File: src/rtl/unified_mem_arbiter_if.sv
// Memory bus bundle shared by the IF/MEM requesters, the arbiter and the
// downstream memory port.
//
// Handshake: a requester raises its request level (memread / memwrite) and
// holds address, byte enables and write data stable until its resp is 1 for
// one cycle. resp marks completion and qualifies rdata in that same cycle.
// The downstream port follows the same rule, with pmem_read / pmem_write as
// the request level and pmem_resp as the completion pulse.
interface unified_mem_arbiter_if;
    // Instruction-fetch requester (read only)
    logic [15:0] if_memaddr;
    logic        if_memread;
    logic [1:0]  if_mem_byte_enable;
    logic        if_mem_resp;
    logic [15:0] if_mem_rdata;
    // Data-memory requester (read/write)
    logic [15:0] mem_memaddr;
    logic        mem_memread;
    logic        mem_memwrite;
    logic [15:0] mem_mem_wdata;
    logic [1:0]  mem_mem_byte_enable;
    logic        mem_mem_resp;
    logic [15:0] mem_mem_rdata;
    // Downstream memory port
    logic [15:0] pmem_address;
    logic        pmem_read;
    logic        pmem_write;
    logic [15:0] pmem_wdata;
    logic [1:0]  pmem_byte_enable;
    logic        pmem_resp;
    logic [15:0] pmem_rdata;

    // Environment side: both requesters plus the downstream memory
    modport master (
        output if_memaddr, if_memread, if_mem_byte_enable,
        input  if_mem_resp, if_mem_rdata,
        output mem_memaddr, mem_memread, mem_memwrite, mem_mem_wdata, mem_mem_byte_enable,
        input  mem_mem_resp, mem_mem_rdata,
        input  pmem_address, pmem_read, pmem_write, pmem_wdata, pmem_byte_enable,
        output pmem_resp, pmem_rdata
    );

    // Arbiter side
    modport slave (
        input  if_memaddr, if_memread, if_mem_byte_enable,
        output if_mem_resp, if_mem_rdata,
        input  mem_memaddr, mem_memread, mem_memwrite, mem_mem_wdata, mem_mem_byte_enable,
        output mem_mem_resp, mem_mem_rdata,
        output pmem_address, pmem_read, pmem_write, pmem_wdata, pmem_byte_enable,
        input  pmem_resp, pmem_rdata
    );
endinterface

File: src/rtl/unified_mem_arbiter.sv
// Two-requester (IF read-only, MEM read/write) to one memory port arbiter.
// Transactions are serialised by a three-state FSM; all downstream request
// signals are registered, responses are forwarded combinationally, and a
// saturating counter bounds how long IF can be starved by MEM priority.
module unified_mem_arbiter #(
    parameter int MEM_PRIORITY    = 1,
    parameter int IF_STARVE_LIMIT = 4
) (
    input  logic                 clk,
    input  logic                 rst,
    unified_mem_arbiter_if.slave bus,
    output logic [1:0]           o_dbg_state
);
    localparam int            CW      = $clog2(IF_STARVE_LIMIT + 1);
    localparam logic [CW-1:0] LIMIT_C = CW'(IF_STARVE_LIMIT);

    typedef enum logic [1:0] {
        IDLE      = 2'd0,
        SERVE_IF  = 2'd1,
        SERVE_MEM = 2'd2
    } state_t;

    state_t        r_state;
    logic [CW-1:0] r_starve_cnt;
    logic          r_last_grant_mem;   // 0 = last grant went to IF
    logic [15:0]   r_pmem_address;
    logic          r_pmem_read;
    logic          r_pmem_write;
    logic [15:0]   r_pmem_wdata;
    logic [1:0]    r_pmem_byte_enable;

    logic w_if_pend;
    logic w_mem_pend;
    logic w_grant_if;
    logic w_grant_mem;

    assign w_if_pend  = bus.if_memread;
    assign w_mem_pend = bus.mem_memread | bus.mem_memwrite;

    // Pick the winner among pending requesters; only acted on in IDLE
    always_comb begin
        w_grant_if  = 1'b0;
        w_grant_mem = 1'b0;
        if (w_if_pend && !w_mem_pend) begin
            w_grant_if = 1'b1;
        end else if (!w_if_pend && w_mem_pend) begin
            w_grant_mem = 1'b1;
        end else if (w_if_pend && w_mem_pend) begin
            if (MEM_PRIORITY != 0) begin
                // MEM wins ties until IF has lost IF_STARVE_LIMIT times in a row
                if (r_starve_cnt == LIMIT_C) w_grant_if  = 1'b1;
                else                         w_grant_mem = 1'b1;
            end else begin
                if (r_last_grant_mem) w_grant_if  = 1'b1;
                else                  w_grant_mem = 1'b1;
            end
        end
    end

    // FSM with registered downstream request and arbitration history
    always_ff @(posedge clk or posedge rst) begin
        if (rst) begin
            r_state            <= IDLE;
            r_starve_cnt       <= '0;
            r_last_grant_mem   <= 1'b0;
            r_pmem_address     <= 16'h0;
            r_pmem_read        <= 1'b0;
            r_pmem_write       <= 1'b0;
            r_pmem_wdata       <= 16'h0;
            r_pmem_byte_enable <= 2'b00;
        end else begin
            case (r_state)
                IDLE: begin
                    if (w_grant_if) begin
                        r_pmem_address     <= bus.if_memaddr;
                        r_pmem_byte_enable <= bus.if_mem_byte_enable;
                        r_pmem_wdata       <= 16'h0;
                        r_pmem_read        <= 1'b1;
                        r_pmem_write       <= 1'b0;
                        r_starve_cnt       <= '0;
                        r_last_grant_mem   <= 1'b0;
                        r_state            <= SERVE_IF;
                    end else if (w_grant_mem) begin
                        r_pmem_address     <= bus.mem_memaddr;
                        r_pmem_byte_enable <= bus.mem_mem_byte_enable;
                        r_pmem_wdata       <= bus.mem_mem_wdata;
                        // Read and write together is illegal: forward the write only
                        r_pmem_read        <= bus.mem_memread & ~bus.mem_memwrite;
                        r_pmem_write       <= bus.mem_memwrite;
                        r_last_grant_mem   <= 1'b1;
                        // Only a MEM grant that beats a waiting IF counts as starvation
                        if (w_if_pend && (r_starve_cnt != LIMIT_C)) begin
                            r_starve_cnt <= r_starve_cnt + CW'(1);
                        end
                        r_state            <= SERVE_MEM;
                    end
                end
                SERVE_IF, SERVE_MEM: begin
                    // Request drops during service are ignored; wait for completion
                    if (bus.pmem_resp) begin
                        r_pmem_read  <= 1'b0;
                        r_pmem_write <= 1'b0;
                        r_state      <= IDLE;
                    end
                end
                default: r_state <= IDLE;
            endcase
        end
    end

    assign bus.pmem_address     = r_pmem_address;
    assign bus.pmem_read        = r_pmem_read;
    assign bus.pmem_write       = r_pmem_write;
    assign bus.pmem_wdata       = r_pmem_wdata;
    assign bus.pmem_byte_enable = r_pmem_byte_enable;

    // Completion is steered to whichever requester owns the port; none in IDLE
    assign bus.if_mem_resp   = bus.pmem_resp & (r_state == SERVE_IF);
    assign bus.mem_mem_resp  = bus.pmem_resp & (r_state == SERVE_MEM);
    assign bus.if_mem_rdata  = bus.pmem_rdata;
    assign bus.mem_mem_rdata = bus.pmem_rdata;

    assign o_dbg_state = r_state;
endmodule

File: src/flat_wrapper.sv
// flat-port wrapper written by rule: the top's interface ports become plain ports
module unified_mem_arbiter_flat 
#(
    parameter int MEM_PRIORITY    = 1,
    parameter int IF_STARVE_LIMIT = 4
)
  (clk, rst, o_dbg_state, bus_if_memaddr, bus_if_memread, bus_if_mem_byte_enable, bus_if_mem_resp, bus_if_mem_rdata, bus_mem_memaddr, bus_mem_memread, bus_mem_memwrite, bus_mem_mem_wdata, bus_mem_mem_byte_enable, bus_mem_mem_resp, bus_mem_mem_rdata, bus_pmem_address, bus_pmem_read, bus_pmem_write, bus_pmem_wdata, bus_pmem_byte_enable, bus_pmem_resp, bus_pmem_rdata);
  unified_mem_arbiter_if bus_i ();
  input  logic clk;
  input  logic rst;
  output logic [1:0] o_dbg_state;
  input wire logic [$bits(bus_i.if_memaddr)-1:0] bus_if_memaddr;
  input wire logic [$bits(bus_i.if_memread)-1:0] bus_if_memread;
  input wire logic [$bits(bus_i.if_mem_byte_enable)-1:0] bus_if_mem_byte_enable;
  output wire logic [$bits(bus_i.if_mem_resp)-1:0] bus_if_mem_resp;
  output wire logic [$bits(bus_i.if_mem_rdata)-1:0] bus_if_mem_rdata;
  input wire logic [$bits(bus_i.mem_memaddr)-1:0] bus_mem_memaddr;
  input wire logic [$bits(bus_i.mem_memread)-1:0] bus_mem_memread;
  input wire logic [$bits(bus_i.mem_memwrite)-1:0] bus_mem_memwrite;
  input wire logic [$bits(bus_i.mem_mem_wdata)-1:0] bus_mem_mem_wdata;
  input wire logic [$bits(bus_i.mem_mem_byte_enable)-1:0] bus_mem_mem_byte_enable;
  output wire logic [$bits(bus_i.mem_mem_resp)-1:0] bus_mem_mem_resp;
  output wire logic [$bits(bus_i.mem_mem_rdata)-1:0] bus_mem_mem_rdata;
  output wire logic [$bits(bus_i.pmem_address)-1:0] bus_pmem_address;
  output wire logic [$bits(bus_i.pmem_read)-1:0] bus_pmem_read;
  output wire logic [$bits(bus_i.pmem_write)-1:0] bus_pmem_write;
  output wire logic [$bits(bus_i.pmem_wdata)-1:0] bus_pmem_wdata;
  output wire logic [$bits(bus_i.pmem_byte_enable)-1:0] bus_pmem_byte_enable;
  input wire logic [$bits(bus_i.pmem_resp)-1:0] bus_pmem_resp;
  input wire logic [$bits(bus_i.pmem_rdata)-1:0] bus_pmem_rdata;
  assign bus_i.if_memaddr = bus_if_memaddr;
  assign bus_i.if_memread = bus_if_memread;
  assign bus_i.if_mem_byte_enable = bus_if_mem_byte_enable;
  assign bus_if_mem_resp = bus_i.if_mem_resp;
  assign bus_if_mem_rdata = bus_i.if_mem_rdata;
  assign bus_i.mem_memaddr = bus_mem_memaddr;
  assign bus_i.mem_memread = bus_mem_memread;
  assign bus_i.mem_memwrite = bus_mem_memwrite;
  assign bus_i.mem_mem_wdata = bus_mem_mem_wdata;
  assign bus_i.mem_mem_byte_enable = bus_mem_mem_byte_enable;
  assign bus_mem_mem_resp = bus_i.mem_mem_resp;
  assign bus_mem_mem_rdata = bus_i.mem_mem_rdata;
  assign bus_pmem_address = bus_i.pmem_address;
  assign bus_pmem_read = bus_i.pmem_read;
  assign bus_pmem_write = bus_i.pmem_write;
  assign bus_pmem_wdata = bus_i.pmem_wdata;
  assign bus_pmem_byte_enable = bus_i.pmem_byte_enable;
  assign bus_i.pmem_resp = bus_pmem_resp;
  assign bus_i.pmem_rdata = bus_pmem_rdata;
  unified_mem_arbiter #(.MEM_PRIORITY(MEM_PRIORITY), .IF_STARVE_LIMIT(IF_STARVE_LIMIT)) u_core (.clk(clk), .rst(rst), .bus(bus_i), .o_dbg_state(o_dbg_state));
endmodule
File: config.mk
export PLATFORM = sky130hd
export DESIGN_NAME = unified_mem_arbiter_flat
export DESIGN_NICKNAME = d
export VERILOG_FILES = /design/src/rtl/unified_mem_arbiter_if.sv /design/src/rtl/unified_mem_arbiter.sv /design/src/flat_wrapper.sv
export SDC_FILE = /design/constraint.sdc
export NUM_CORES = 1
export LEC_CHECK = 0
export ABC_AREA = 1
export ABC_CLOCK_PERIOD_IN_PS = 1500
export BUFFER_PORTS_ARGS = -buffer_cell sky130_fd_sc_hd__clkbuf_2
export CAP_MARGIN = 20
export CORE_MARGIN = 2
export CORE_UTILIZATION = 39
export DETAILED_ROUTE_END_ITERATION = 6
export PLACE_DENSITY = 0.76
export RECOVER_POWER = 100
export REMOVE_ABC_BUFFERS = 1
export SETUP_SLACK_MARGIN = 0.3
export SYNTH_ARGS = -nofsm -noshare
export SYNTH_HDL_FRONTEND = slang
export SYNTH_SLANG_ARGS = --single-unit
File: constraint.sdc
create_clock -name clk -period 1.5 [get_ports clk]
set_clock_uncertainty 0.2 [all_clocks]
set_input_delay 0.3 -clock clk [delete_from_list [all_inputs] [get_ports clk]]
set_output_delay 0.3 -clock clk [all_outputs]
set_load 0.01 [all_outputs]
==> qor.yml <==
status: "finished, violations left"
violations: "negative setup slack"
synth-edff-count: 0
power.switching_mw: 2.607
cp-end-kind: "output port"
p_leak_nw: 1.940
max_slew_margin_pct: 60.58
grt_usage_pct: 21.11
syn2layout_area_growth_pct: 45.19
synth_top_cell_area_share_pct: 42.64
clockBufferDepth: 2
antenna_cells: 0
dpl_worst_slack_ns: -0.1226
power_frac_comb_pct: 59.6
core-area_sq_um: 5956
ys_seq_area_share_pct: 42.64
dp_cells: 456
ys.flop_type: "dfrtp_1"
rsz0062_at_grt: "true"
postLayoutCoreUtil_pct: 58.66
nets: 506
die_y_um: 82.55
grt_pass1_vias: 2227
grt_pass1_wl_um: 10640
crit_buf_inv: 4
initial_core_util_pct: 40.40
total_power_mw: 6.617
yosysMostFrequentCell: "inv_1"
cts_sinks: 41
path_clk_slew_ns: 0.08
synth.distinct_cells: 21
postLayoutCellArea_sq_um: 3493
portBuffers: 97
cts_tree: "done"
wl_um: 7335
critPathSlowestCell: "dfrtp_1"
switching_share_pct: 39.39
dp_hpwl_um: 4499
fin_ws_ns: -0.2246
drt_iter0_drc: 73
final-max-slew-violation-count: 0
cp_top_family: "flip-flops"
yosysTopAreaCell: "dfrtp_1"
hp-class: "input pin to flip-flop"
vdd_drop_max_mv: 0.7815
drtAntennaViolNets: 0
grt-ovfl-total: 0
clk_latency_ns: 0.30
cts.htree.levels: 2
hold_viol: 0
netlist_area_sq_um: 2406
grt_max_degree: 42
viasPerCell: 4.641
worstPathCellList: "inv_2, buf_6, ha_4, nand2_2, inv_1, buf_2"
p_clk_share_pct: 11.3
ios: 146
critPathKind: "flip-flop to output port"
gp_congestion: 0.7758
placed_area_sq_um: 2841
ys_warn_count: 0
synth_seq_cells: 41
max_clock_freq_mhz: 579.8
worst_ep_arrival_time_ns: 1.22
wire_per_inst_um: 14.64
syn_inst: 313
via_count: 2325
worstMarginPinSlew_ns: 0.5913
drtPass1Iterations: 4
startpoint_type: "flip-flop"
hold_start: "bus_mem_mem_wdata[0]"
powerDensity_nw_per_um2: 1894
synth_area_leaders: "dfrtp_1 (43%), inv_1 (13%), nand3_1 (12%), buf_4 (11%), o21ai_0 (6.7%)"
async_reset_ff_share_pct: 100.0
setup_viol: 45
maxCapViolations: 0
cts_made_buffers: 5
reg2reg_from: "u_core.o_dbg_state[0]"
seq_area_sq_um: 1026
period_share_pct: 115.0
syn_area_per_cell_sq_um: 7.687
synthTopCellsByCount: "inv_1 (82), nand3_1 (58), dfrtp_1 (41)"
pwr-share-seq_pct: 29.2
die_area_sq_um: 6814
crit_start: "u_core.o_dbg_state[0]"
intPower_mw: 4.010
rows: 28
critPathMaxStageDelay_ns: 0.39
fin_cells: 501
worst_ep_required_time_ns: 1.00
drive_gt1_share_pct: 35.45
dieWidth_um: 82.55
fillers: 555
cp_max_fo: 2
multi_input_area_sq_um: 879.6
fin_crit_ns: 1.725
antenna_found_initial: 0
root_buffer: "clkbuf_8"
drcViolationCount: 0
[metal layers]
layer / vias to the layer above / part of all wire, % / GRT usage [%]
li1: 1147 / - / -
met1: 1040 / 42 / 25.48
met2: 130 / 46 / 33.23
met3: 8 / 11 / 10.22
met4: 0 / 1.1 / 5.574
met5: - / 0 / 5.000
[logic make-up after synthesis]
| kind of cell | after synthesis | share of synthesized area (%) |
|---|---|---|
| DFF | 41 | 42.64 |
| and+or+nand+nor | 96 | 18.46 |
| AOI/OAI and AO/OA | 41 | 9.256 |
| xor gates and xnor gates | 1 | 0.3641 |
| adders and majority gates | 6 | 3.120 |
| buffers and inverters | 128 | 26.16 |
[final cells by class]
class	count	share of cell area, %
flip-flops and latches	41	29.37
multi-input cells	144	25.18
inverters	82	8.954
well taps	75	2.686
repair buffers	152	31.34
clock buffers	7	2.471
[power by group through the flow]
stage	Sequential, mW	Clock [mW]	Combinational (mW)
floorplan	2.16	0	1.08
global placement	1.92	0	2.49
detailed placement	1.93	0	2.58
CTS	1.93	0.762	3.62
global route	2.00	0.807	4.30
finish	1.93	0.746	3.94
[layout by cell type, fill, tap and decap left out, types with 2 or more instances in the layout]
master | Yosys | layout
clkbuf_8 | 0 | 6
nand3_1 | 58 | 52
buf_6 | 1 | 17
nand3_2 | 0 | 5
nand2_2 | 1 | 4
nand2_4 | 0 | 4
buf_12 | 0 | 4
inv_2 | 0 | 6
buf_4 | 35 | 28
dfrtp_1 | 41 | 41
o21ai_0 | 32 | 17
ha_1 | 6 | 2
buf_16 | 0 | 3
clkbuf_1 | 2 | 37
inv_1 | 82 | 74
buf_8 | 0 | 2
nand2_1 | 33 | 26
o21ai_1 | 6 | 20
ha_4 | 0 | 3
clkbuf_2 | 1 | 57
[metrics by stage]
stage	hold WS [ns]	setup TNS [ns]
global placement	0.1329	-0.1102
finish	0.02906	-5.944
CTS	0.03154	-4.812
floorplan	0.2501	-20.03
detailed placement	0.1372	-2.495
global route	0.03896	-8.520
[state kept, by name, summed over array words and instances (netlist names)]
| signal | cells |
|---|---|
| u_core.bus.pmem_wdata | 16 |
| u_core.bus.pmem_address | 16 |
| u_core.o_dbg_state | 2 |
| u_core.bus.pmem_write | 1 |
| u_core.bus.pmem_byte_enable | 2 |
| u_core.r_starve_cnt | 3 |
| u_core.bus.pmem_read | 1 |
[worst min-delay path, delay by kind of cell]
family	cells	cell delay, ns
AOI/OAI and AO/OA	1	0.05
buffers and inverters	1	0.08
and+or+nand+nor	1	0.06
[path summary, 6_finish.rpt]
path	end	slack, ns	cells after the start
worst max-delay path	bus_mem_mem_resp	-0.22	6
worst min-delay path	u_core.bus.pmem_wdata[0]	0.03	3
worst max register to register	u_core.bus.pmem_address[0]	-0.20	6
worst min register to register	u_core.bus.pmem_wdata[11]	0.32	2
max in group asynchronous	u_core.bus.pmem_wdata[2]	0.19	4
min in group asynchronous	u_core.bus.pmem_wdata[3]	0.51	4
[repair_timing]
item                       CTS  global route
hold buffers                 1             0
cloned                       5             1
pin swaps                    5             5
setup endpoints to repair   81            81
hold endpoints to repair    41             0
buffers inserted            21            10
resized for setup           51            72
(Power assumes the default switching activity.)
